`config.mk`:
```
export PLATFORM = sky130hd
export DESIGN_NAME = load_store_unit
export DESIGN_NICKNAME = d
export VERILOG_FILES = /design/src/rtl/lsu_pkg.sv /design/src/rtl/lsu_lane_align.sv /design/src/rtl/load_store_unit.sv
export SDC_FILE = /design/constraint.sdc
export NUM_CORES = 1
export LEC_CHECK = 0
export CAP_MARGIN = 15
export CORE_MARGIN = 10
export CORE_UTILIZATION = 49
export CTS_CLUSTER_DIAMETER = 60
export DETAILED_ROUTE_END_ITERATION = 8
export PLACE_DENSITY = 0.9
export SYNTH_ARGS = -nofsm -noshare
export SYNTH_HDL_FRONTEND = slang
export SYNTH_SLANG_ARGS = --single-unit
```
`constraint.sdc`:
```
create_clock -name clk -period 5.4 [get_ports clk]
set_clock_uncertainty 0.2 [all_clocks]
set_input_delay 0.54 -clock clk [delete_from_list [all_inputs] [get_ports clk]]
set_output_delay 0.54 -clock clk [all_outputs]
set_load 0.05 [all_outputs]
```
`src/rtl/lsu_pkg.sv`:
```
// rtl/lsu_pkg.sv - shared size codes, FSM states and alignment check for the load/store unit
package lsu_pkg;

  localparam logic [1:0] SZ_BYTE = 2'b00;
  localparam logic [1:0] SZ_HALF = 2'b01;
  localparam logic [1:0] SZ_WORD = 2'b10;

  typedef enum logic [1:0] {
    ST_IDLE  = 2'd0,
    ST_READ  = 2'd1,
    ST_WRITE = 2'd2,
    ST_RESP  = 2'd3
  } lsu_state_e;

  // Size code 11 has no legal encoding, so it is reported as misaligned.
  function automatic logic lsu_misaligned(input logic [1:0] size, input logic [1:0] offset);
    case (size)
      SZ_BYTE: lsu_misaligned = 1'b0;
      SZ_HALF: lsu_misaligned = offset[0];
      SZ_WORD: lsu_misaligned = (offset != 2'b00);
      default: lsu_misaligned = 1'b1;
    endcase
  endfunction

endpackage

```
`src/rtl/lsu_lane_align.sv`:
```
// rtl/lsu_lane_align.sv - little-endian lane merge for sub-word stores and lane extract for loads
module lsu_lane_align
  import lsu_pkg::*;
(
  input  logic [31:0] mem_word,
  input  logic [31:0] store_data,
  input  logic [1:0]  size,
  input  logic [1:0]  offset,
  input  logic        load_signed,
  output logic [31:0] merged_word,
  output logic [31:0] load_result
);

  logic [7:0]  byte_sel;
  logic [15:0] half_sel;

  always_comb begin
    merged_word = mem_word;
    case (size)
      SZ_BYTE: merged_word[{offset, 3'b000} +: 8]     = store_data[7:0];
      SZ_HALF: merged_word[{offset[1], 4'b0000} +: 16] = store_data[15:0];
      default: merged_word = store_data;
    endcase
  end

  always_comb begin
    byte_sel = mem_word[{offset, 3'b000} +: 8];
    half_sel = mem_word[{offset[1], 4'b0000} +: 16];
    case (size)
      SZ_BYTE: load_result = {{24{load_signed & byte_sel[7]}}, byte_sel};
      SZ_HALF: load_result = {{16{load_signed & half_sel[15]}}, half_sel};
      default: load_result = mem_word;
    endcase
  end

endmodule

```
`src/rtl/load_store_unit.sv`:
```
// rtl/load_store_unit.sv - word-memory initiator with byte/half access, RMW sub-word stores and
// alignment checking; one response per accepted request.
module load_store_unit
  import lsu_pkg::*;
#(
  parameter int MEM_RD_LAT = 1,
  parameter int ADDR_W     = 32
) (
  input  logic              clk,
  input  logic              rst,
  input  logic              req_valid,
  output logic              req_ready,
  input  logic              req_write,
  input  logic [1:0]        req_size,
  input  logic              req_signed,
  input  logic [ADDR_W-1:0] req_addr,
  input  logic [31:0]       req_wdata,
  output logic              resp_valid,
  input  logic              resp_ready,
  output logic [31:0]       resp_rdata,
  output logic              resp_err,
  output logic [ADDR_W-1:0] address,
  output logic [31:0]       write_data,
  output logic              mem_write_en,
  output logic              mem_read_en,
  input  logic [31:0]       read_data
);

  localparam int             CNT_W    = 2;
  localparam logic [CNT_W-1:0] CNT_INIT = CNT_W'(MEM_RD_LAT - 1);

  lsu_state_e        state_q, state_d;
  logic              write_q, write_d;
  logic [1:0]        size_q, size_d;
  logic              signed_q, signed_d;
  logic [1:0]        offset_q, offset_d;
  logic [31:0]       wdata_q, wdata_d;
  logic [CNT_W-1:0]  cnt_q, cnt_d;
  logic [ADDR_W-1:0] address_q, address_d;
  logic [31:0]       write_data_q, write_data_d;
  logic              mem_write_en_q, mem_write_en_d;
  logic              mem_read_en_q, mem_read_en_d;
  logic              resp_valid_q, resp_valid_d;
  logic [31:0]       resp_rdata_q, resp_rdata_d;
  logic              resp_err_q, resp_err_d;

  logic [31:0] merged_word;
  logic [31:0] load_result;

  lsu_lane_align u_lane_align (
    .mem_word    (read_data),
    .store_data  (wdata_q),
    .size        (size_q),
    .offset      (offset_q),
    .load_signed (signed_q),
    .merged_word (merged_word),
    .load_result (load_result)
  );

  always_comb begin
    state_d        = state_q;
    write_d        = write_q;
    size_d         = size_q;
    signed_d       = signed_q;
    offset_d       = offset_q;
    wdata_d        = wdata_q;
    cnt_d          = cnt_q;
    address_d      = address_q;
    write_data_d   = write_data_q;
    mem_write_en_d = mem_write_en_q;
    mem_read_en_d  = mem_read_en_q;
    resp_valid_d   = resp_valid_q;
    resp_rdata_d   = resp_rdata_q;
    resp_err_d     = resp_err_q;

    case (state_q)
      ST_IDLE: begin
        if (req_valid) begin
          write_d  = req_write;
          size_d   = req_size;
          signed_d = req_signed;
          offset_d = req_addr[1:0];
          wdata_d  = req_wdata;
          if (lsu_misaligned(req_size, req_addr[1:0])) begin
            state_d      = ST_RESP;
            resp_valid_d = 1'b1;
            resp_err_d   = 1'b1;
            resp_rdata_d = 32'd0;
          end else begin
            address_d = {req_addr[ADDR_W-1:2], 2'b00};
            if (req_write && req_size == SZ_WORD) begin
              state_d        = ST_WRITE;
              mem_write_en_d = 1'b1;
              write_data_d   = req_wdata;
            end else begin
              state_d       = ST_READ;
              mem_read_en_d = 1'b1;
              cnt_d         = CNT_INIT;
            end
          end
        end
      end
      ST_READ: begin
        if (cnt_q != '0) begin
          cnt_d = cnt_q - 1'b1;
        end else begin
          // read_data is valid during the last enabled cycle only.
          mem_read_en_d = 1'b0;
          if (write_q) begin
            state_d        = ST_WRITE;
            mem_write_en_d = 1'b1;
            write_data_d   = merged_word;
          end else begin
            state_d      = ST_RESP;
            resp_valid_d = 1'b1;
            resp_err_d   = 1'b0;
            resp_rdata_d = load_result;
          end
        end
      end
      ST_WRITE: begin
        state_d        = ST_RESP;
        mem_write_en_d = 1'b0;
        resp_valid_d   = 1'b1;
        resp_err_d     = 1'b0;
        resp_rdata_d   = 32'd0;
      end
      ST_RESP: begin
        if (resp_ready) begin
          state_d      = ST_IDLE;
          resp_valid_d = 1'b0;
          resp_err_d   = 1'b0;
          resp_rdata_d = 32'd0;
        end
      end
      default: state_d = ST_IDLE;
    endcase
  end

  always_ff @(posedge clk or posedge rst) begin
    if (rst) begin
      state_q        <= ST_IDLE;
      write_q        <= 1'b0;
      size_q         <= SZ_BYTE;
      signed_q       <= 1'b0;
      offset_q       <= 2'b00;
      wdata_q        <= 32'd0;
      cnt_q          <= '0;
      address_q      <= '0;
      write_data_q   <= 32'd0;
      mem_write_en_q <= 1'b0;
      mem_read_en_q  <= 1'b0;
      resp_valid_q   <= 1'b0;
      resp_rdata_q   <= 32'd0;
      resp_err_q     <= 1'b0;
    end else begin
      state_q        <= state_d;
      write_q        <= write_d;
      size_q         <= size_d;
      signed_q       <= signed_d;
      offset_q       <= offset_d;
      wdata_q        <= wdata_d;
      cnt_q          <= cnt_d;
      address_q      <= address_d;
      write_data_q   <= write_data_d;
      mem_write_en_q <= mem_write_en_d;
      mem_read_en_q  <= mem_read_en_d;
      resp_valid_q   <= resp_valid_d;
      resp_rdata_q   <= resp_rdata_d;
      resp_err_q     <= resp_err_d;
    end
  end

  assign req_ready    = (state_q == ST_IDLE);
  assign resp_valid   = resp_valid_q;
  assign resp_rdata   = resp_rdata_q;
  assign resp_err     = resp_err_q;
  assign address      = address_q;
  assign write_data   = write_data_q;
  assign mem_write_en = mem_write_en_q;
  assign mem_read_en  = mem_read_en_q;

endmodule

```
---- After elaboration in Yosys (flattened, before gate mapping) ----
Cells that the tools add are included.
storage, ports and cells
  bits in registers ....................... 140
  bits in latches ......................... 0
  bits in writable memories ............... 0
  bits in read-only memories .............. 0
  input bits .............................. 104
  word-level logic and storage cells ...... 109
  memories kept ........................... 0
cells by class
  add/subtract/negate cells ............... 3
  multiply operators ...................... 0
  divide/modulo/power cells ............... 0
  magnitude comparators ................... 0
  equality and inequality tests ........... 16
  shift operators ......................... 6
  mux-type cells .......................... 51
  bitwise operators ....................... 3
  reductions and logical operators ........ 16
operators by type and width
  operator                                                count
  two-way mux 32 bit                                      10
  case mux 32 bit (2 select lines)                        3
  case mux 32 bit (4 select lines)                        1
  bitwise mux 32 bit                                      2
  variable shift 16 x 7 -> 32 bit (first input constant)  1
  variable shift 8 x 7 -> 32 bit (first input constant)   1
  indexed part select 16 x 7 -> 32 bit                    1
  indexed part select 32 x 6 -> 16 bit                    1
  indexed part select 32 x 6 -> 8 bit                     1
  indexed part select 8 x 7 -> 32 bit                     1
  two-way mux 1 bit                                       19
  two-way mux 2 bit                                       9
  != test 2 bit (second input constant)                   8
  AND reduction 5 bit                                     3
  negator 5 -> 7 bit                                      2
  AND reduction 6 bit                                     2
  case mux 1 bit (4 select lines)                         2
  case mux 2 bit (4 select lines)                         1
  == test 2 x 1 -> 1 bit (second input constant)          3
  == test 2 bit (second input constant)                   3
  logical NOT 2 bit                                       3
  case mux 1 bit (3 select lines)                         2
  AND reduction 3 bit                                     2
  nonzero test 2 bit                                      3
  9 further kinds                                         11

---- Longest topological paths before layout ----
  word-level depth ........................ 7
  gate-level depth with buffers ........... 10
  gate-level depth less buffers ........... 6

---- Hierarchy ----
Synthesis repeated with hierarchy kept, for this count alone.
second synthesis, totals
  cell total of the unflattened synthesis .. 671
  area, all modules ....................... 7327.0 um^2
by module, submodules not included
  module           instances  cells an instance  area an instance (um^2)
  load_store_unit  1          428                5834.3
  lsu_lane_align   1          243                1492.7

---- Worst setup path after synthesis ----
No wires, ideal clock.
  path type ............................... register to register
  start point ............................. register state_q[0]
  end point ............................... register write_data_q[24] (netlist: write_data[24])
  setup time .............................. 0.125 ns
  data arrival time ....................... 2.203 ns
  slack ................................... 2.872 ns
  stages on the path, launching flop included .. 9
  buffers on the path ..................... 2
  period minus slack after synthesis ...... 2.528 ns
  cell sequence ........................... dfrtp_1 -> inv_1 -> ha_1 -> and2b_1 -> a41oi_2 -> or2_1 -> buf_6 -> buf_6 -> mux2_4
between the ends
  cells in the longest elaborated chain, start to end .. 3
ends and longest elaborated chain
  item                                                                   line                    source
  start, declared                                                        load_store_unit.sv:32   lsu_state_e state_q, state_d;
  start signal, assigned                                                 load_store_unit.sv:157  state_q <= state_d;
  logical NOT 2 bit *                                                    n/a
  named net req_ready                                                    load_store_unit.sv:12   output logic req_ready,
  != test 2 x 1 -> 1 bit (no source line), or another cell as far along  n/a
  AND reduction 6 bit (no source line)                                   n/a
  end signal, assigned                                                   load_store_unit.sv:165  write_data_q <= write_data_d;
  end, declared                                                          load_store_unit.sv:40   logic [31:0] write_data_q, write_data_d;
Mark *: on every way through the listed nets, which the timed path passes. The rest lies on a longest branch.
A chain may end at the register's enable or synchronous reset.

---- Final worst setup path ----
  start point ............................. register state_q[1]
  end point ............................... register resp_rdata_q[15] (netlist: resp_rdata[15])
between the ends
  cells in the longest elaborated chain, start to end .. 3
ends and longest elaborated chain
  item                                                                             line                    source
  == test 2 x 1 -> 1 bit, or another cell as far along                             load_store_unit.sv:76   case (state_q)
  != test 2 bit (no source line) / != test 2 x 1 -> 1 bit (equally long branches)  n/a
  AND reduction 5 bit (no source line)                                             n/a
  end signal, assigned                                                             load_store_unit.sv:169  resp_rdata_q <= resp_rdata_d;
  end, declared                                                                    load_store_unit.sv:44   logic [31:0] resp_rdata_q, resp_rdata_d;
Parallel ways exist; a longest one is shown, timed or not.

==> results_dict.tcl <==
set metrics [dict create \
    rsz0062_at_grt "false" \
    synth_edf_count 0 \
    numCtsBuffers 17 \
    reg2reg_slack_ps 1930 \
    finalSetupTns_ps 0 \
    reg2reg_to "resp_rdata[15]$_DFFE_PP0P_" \
    crit_start "state_q[1]$_DFFE_PP0P_" \
    fillers 1164 \
    final_common_cell "clkdlybuf4s50_1" \
    status "finished clean" \
    first_iter_violations 736 \
    cts_setup_buffers 0 \
    postSynthCellCount 721 \
    final_cell_mix "202 x clkdlybuf4s50_1, 139 x dfrtp_1, 60 x mux2_2" \
    htree_num_levels 4 \
    synth_top_area_share 0.4590 \
    initial_core_util 0.5002 \
    grt_pass1_wl_um 37870 \
    firstDrtPassIters 5 \
    io_pins 205 \
    placed_area_um2 9659 \
    numClockSinks 140 \
    seq_area_um2 3505 \
    post_drt_wl_per_cell_um 22.45 \
    holdBufCountCts 0 \
    syn_area_um2 7632 \
    fp-row-count 45 \
    power.density_nw_per_um2 704.2 \
    fp.dieH_um 144.8 \
    die_area_um2 20970 \
    finalPower_w 0.007199 \
    ant_nets 0 \
    ctsResizeCount 0 \
    clockBufferDepth 2 \
    rr_startpoint "state_q[1]$_DFFE_PP0P_" \
    async_flop_share 1.000 \
    avgSynthCellArea_um2 10.59 \
    finalCritPeriodShare 0.6434 \
    final_max_slew_viol_count 0 \
    worst_pin_slew_ps 1166 \
    remaining_drc_errors 0 \
    ff2ff_path_depth 7 \
    routabilityCongestion 0.9160 \
    core_area_um2 15260 \
    vias_per_cell 6.130 \
    hp-class "flop to flop" \
    final_area_um2 10220 \
    fmax_ghz 0.2878 \
    clkLatencyLatePin_ps 430 \
    period_needed_ps 3474 \
    ir_worst_vdd_mv 0.4141 \
    synth_seq_area_share 0.4590 \
    antenna_found_initial 0 \
    synth_warnings 0 \
    grt_max_degree 105 \
    synth_ff_type "dfrtp_1" \
    dieWidth_um 144.8 \
    multiInputGateArea_um2 3695 \
    dp_hpwl_um 18060 \
    finalNetCount 1004 \
    max_cap_viol_count 0 \
    cp-end-kind "flop" \
    clock-root-buffer "clkbuf_16" \
    vias 6823 \
    first_global_vias 6783 \
    ys_ff_latch 140 \
    hold_violations 0 \
    drive_above_1_share 0.1319 \
    cts_tree "done" \
    cp.arrival_ps 3630 \
    setup_viol 0 \
    area_delta_synth_final_pct 33.93 \
    required_ps 5560 \
    port_buffers 202 \
    clkTransAtPathRegs_ps 70 \
    synthTopCellsByArea "dfrtp_1 46%, mux2_2 8.9%, a221oi_1 3.7%" \
    relSlewSlack 0.2120 \
    start_kind "flop" \
    synth_area_leader_cell "dfrtp_1" \
    wl_um 24990 \
    grtUsageTotal 0.2349 \
    criticalPathCategory "flop to flop" \
    synth_cell_types 61 \
    crit_fanout 40 \
    crit_end "resp_rdata[15]$_DFFE_PP0P_" \
    diodes 0 \
    leakage_nw 4.147 \
    overflow 0 \
]
-- critical path: stages (launching register included) --
cell and delay [ps]:
dfrtp_1 430, inv_1 100, ha_2 620, buf_4 500, clkinv_1 540, nor2_1 420, and3_1 390, a32o_1 210
-- flip-flops by register name (all words and copies together), names as in the netlist --
signal	count
wdata_q	32
address	30
state_q	2
resp_valid	1
signed_q	1
cnt_q	2
resp_err	1
write_data	32
mem_read_en	1
mem_write_en	1
resp_rdata	32
write_q	1
offset_q	2
size_q	2
-- through the flow --
stage | worst slack (ps) | util | std cells | hold WS, ps
final | 1926 | 0.6699 | 1113 | 292.9
after floorplan | 907.1 | - | 722 | 249.5
after detailed placement | 1920 | 0.6330 | 1081 | 272.7
after global placement | 1971 | 0.6330 | 1081 | 266.5
after CTS | 1984 | 0.6699 | 1113 | 294.0
after global routing | 1684 | 0.6699 | 1113 | 307.3
-- synthesized netlist by cell type (4+ instances only) --
| cell type | number |
|---|---|
| o2111ai_1 | 8 |
| o221ai_1 | 10 |
| mux2i_1 | 27 |
| mux2_4 | 6 |
| buf_4 | 8 |
| buf_2 | 25 |
| a2bb2oi_1 | 7 |
| nand2b_1 | 20 |
| nor4b_1 | 16 |
| nor2_1 | 53 |
| o21ai_0 | 39 |
| a221oi_1 | 32 |
| o2bb2ai_1 | 16 |
| buf_6 | 5 |
| inv_1 | 27 |
| buf_1 | 4 |
| o31ai_1 | 24 |
| nand3_1 | 15 |
| a22o_1 | 8 |
| nand2_1 | 55 |
| a221o_1 | 8 |
| nor3_1 | 8 |
| mux2_2 | 60 |
| ha_1 | 11 |
| a2111oi_0 | 8 |
| dfrtp_1 | 140 |
| a21boi_0 | 8 |
| clkbuf_1 | 20 |
| nor2b_1 | 5 |
| nand3b_1 | 11 |
-- how the worst min path moves through the flow --
| stage | to | slack (ps) | startpoint | cells after the start |
|---|---|---|---|---|
| final | wdata_q[26]$_DFFE_PP0P_ | 290 | wdata_q[26]$_DFFE_PP0P_ | 2 |
| after global routing | wdata_q[26]$_DFFE_PP0P_ | 310 | wdata_q[26]$_DFFE_PP0P_ | 2 |
| after CTS | wdata_q[26]$_DFFE_PP0P_ | 290 | wdata_q[26]$_DFFE_PP0P_ | 2 |
| after detailed placement | resp_rdata[18]$_DFFE_PP0P_ | 270 | resp_rdata[18]$_DFFE_PP0P_ | 1 |
| after global placement | wdata_q[27]$_DFFE_PP0P_ | 270 | wdata_q[27]$_DFFE_PP0P_ | 2 |
| after floorplan | wdata_q[28]$_DFFE_PP0P_ | 250 | wdata_q[28]$_DFFE_PP0P_ | 2 |
-- power breakdown --
group	total (W)	leakage, nW	internal (W)	switching, W
sequential	0.00197	1.75	0.00153	0.000441
clock	0.00112	0.258	0.000646	0.000472
combinational	0.00411	2.14	0.00150	0.00261
total	0.00720	4.15	0.00367	0.00352
-- area by class of cell --
cell class / count / area share
clock buffers: 19 / 0.04333
clock inverters: 13 / 0.01175
inverters: 29 / 0.01114
multi-input cells: 491 / 0.3614
flip-flops and latches: 140 / 0.3428
well taps: 211 / 0.02583
repair buffers: 210 / 0.2037
-- per-layer routing --
metal  vias up  routed length [um]  global-route usage
li1       3010                   -                   -
met1      3297                9040              0.2714
met2       439               11990              0.3790
met3        77                3121              0.1017
met4         0                 835             0.08670
met5         -                   0                   0
-- kinds of logic (layout without fill, tap and decap cells) --
group / Yosys count / count (layout) / synth area share
adder cells (fa/ha/maj): 11 / 11 / 0.01803
buffers and inverters: 91 / 271 / 0.05770
other: 1 / 2 / 0.0004913
AO/OA/AOI/OAI: 183 / 183 / 0.1879
multiplexers: 93 / 93 / 0.1357
flip-flops: 140 / 140 / 0.4590
AND/OR/NAND/NOR: 202 / 202 / 0.1411
Power figures use the tool's default switching activity.
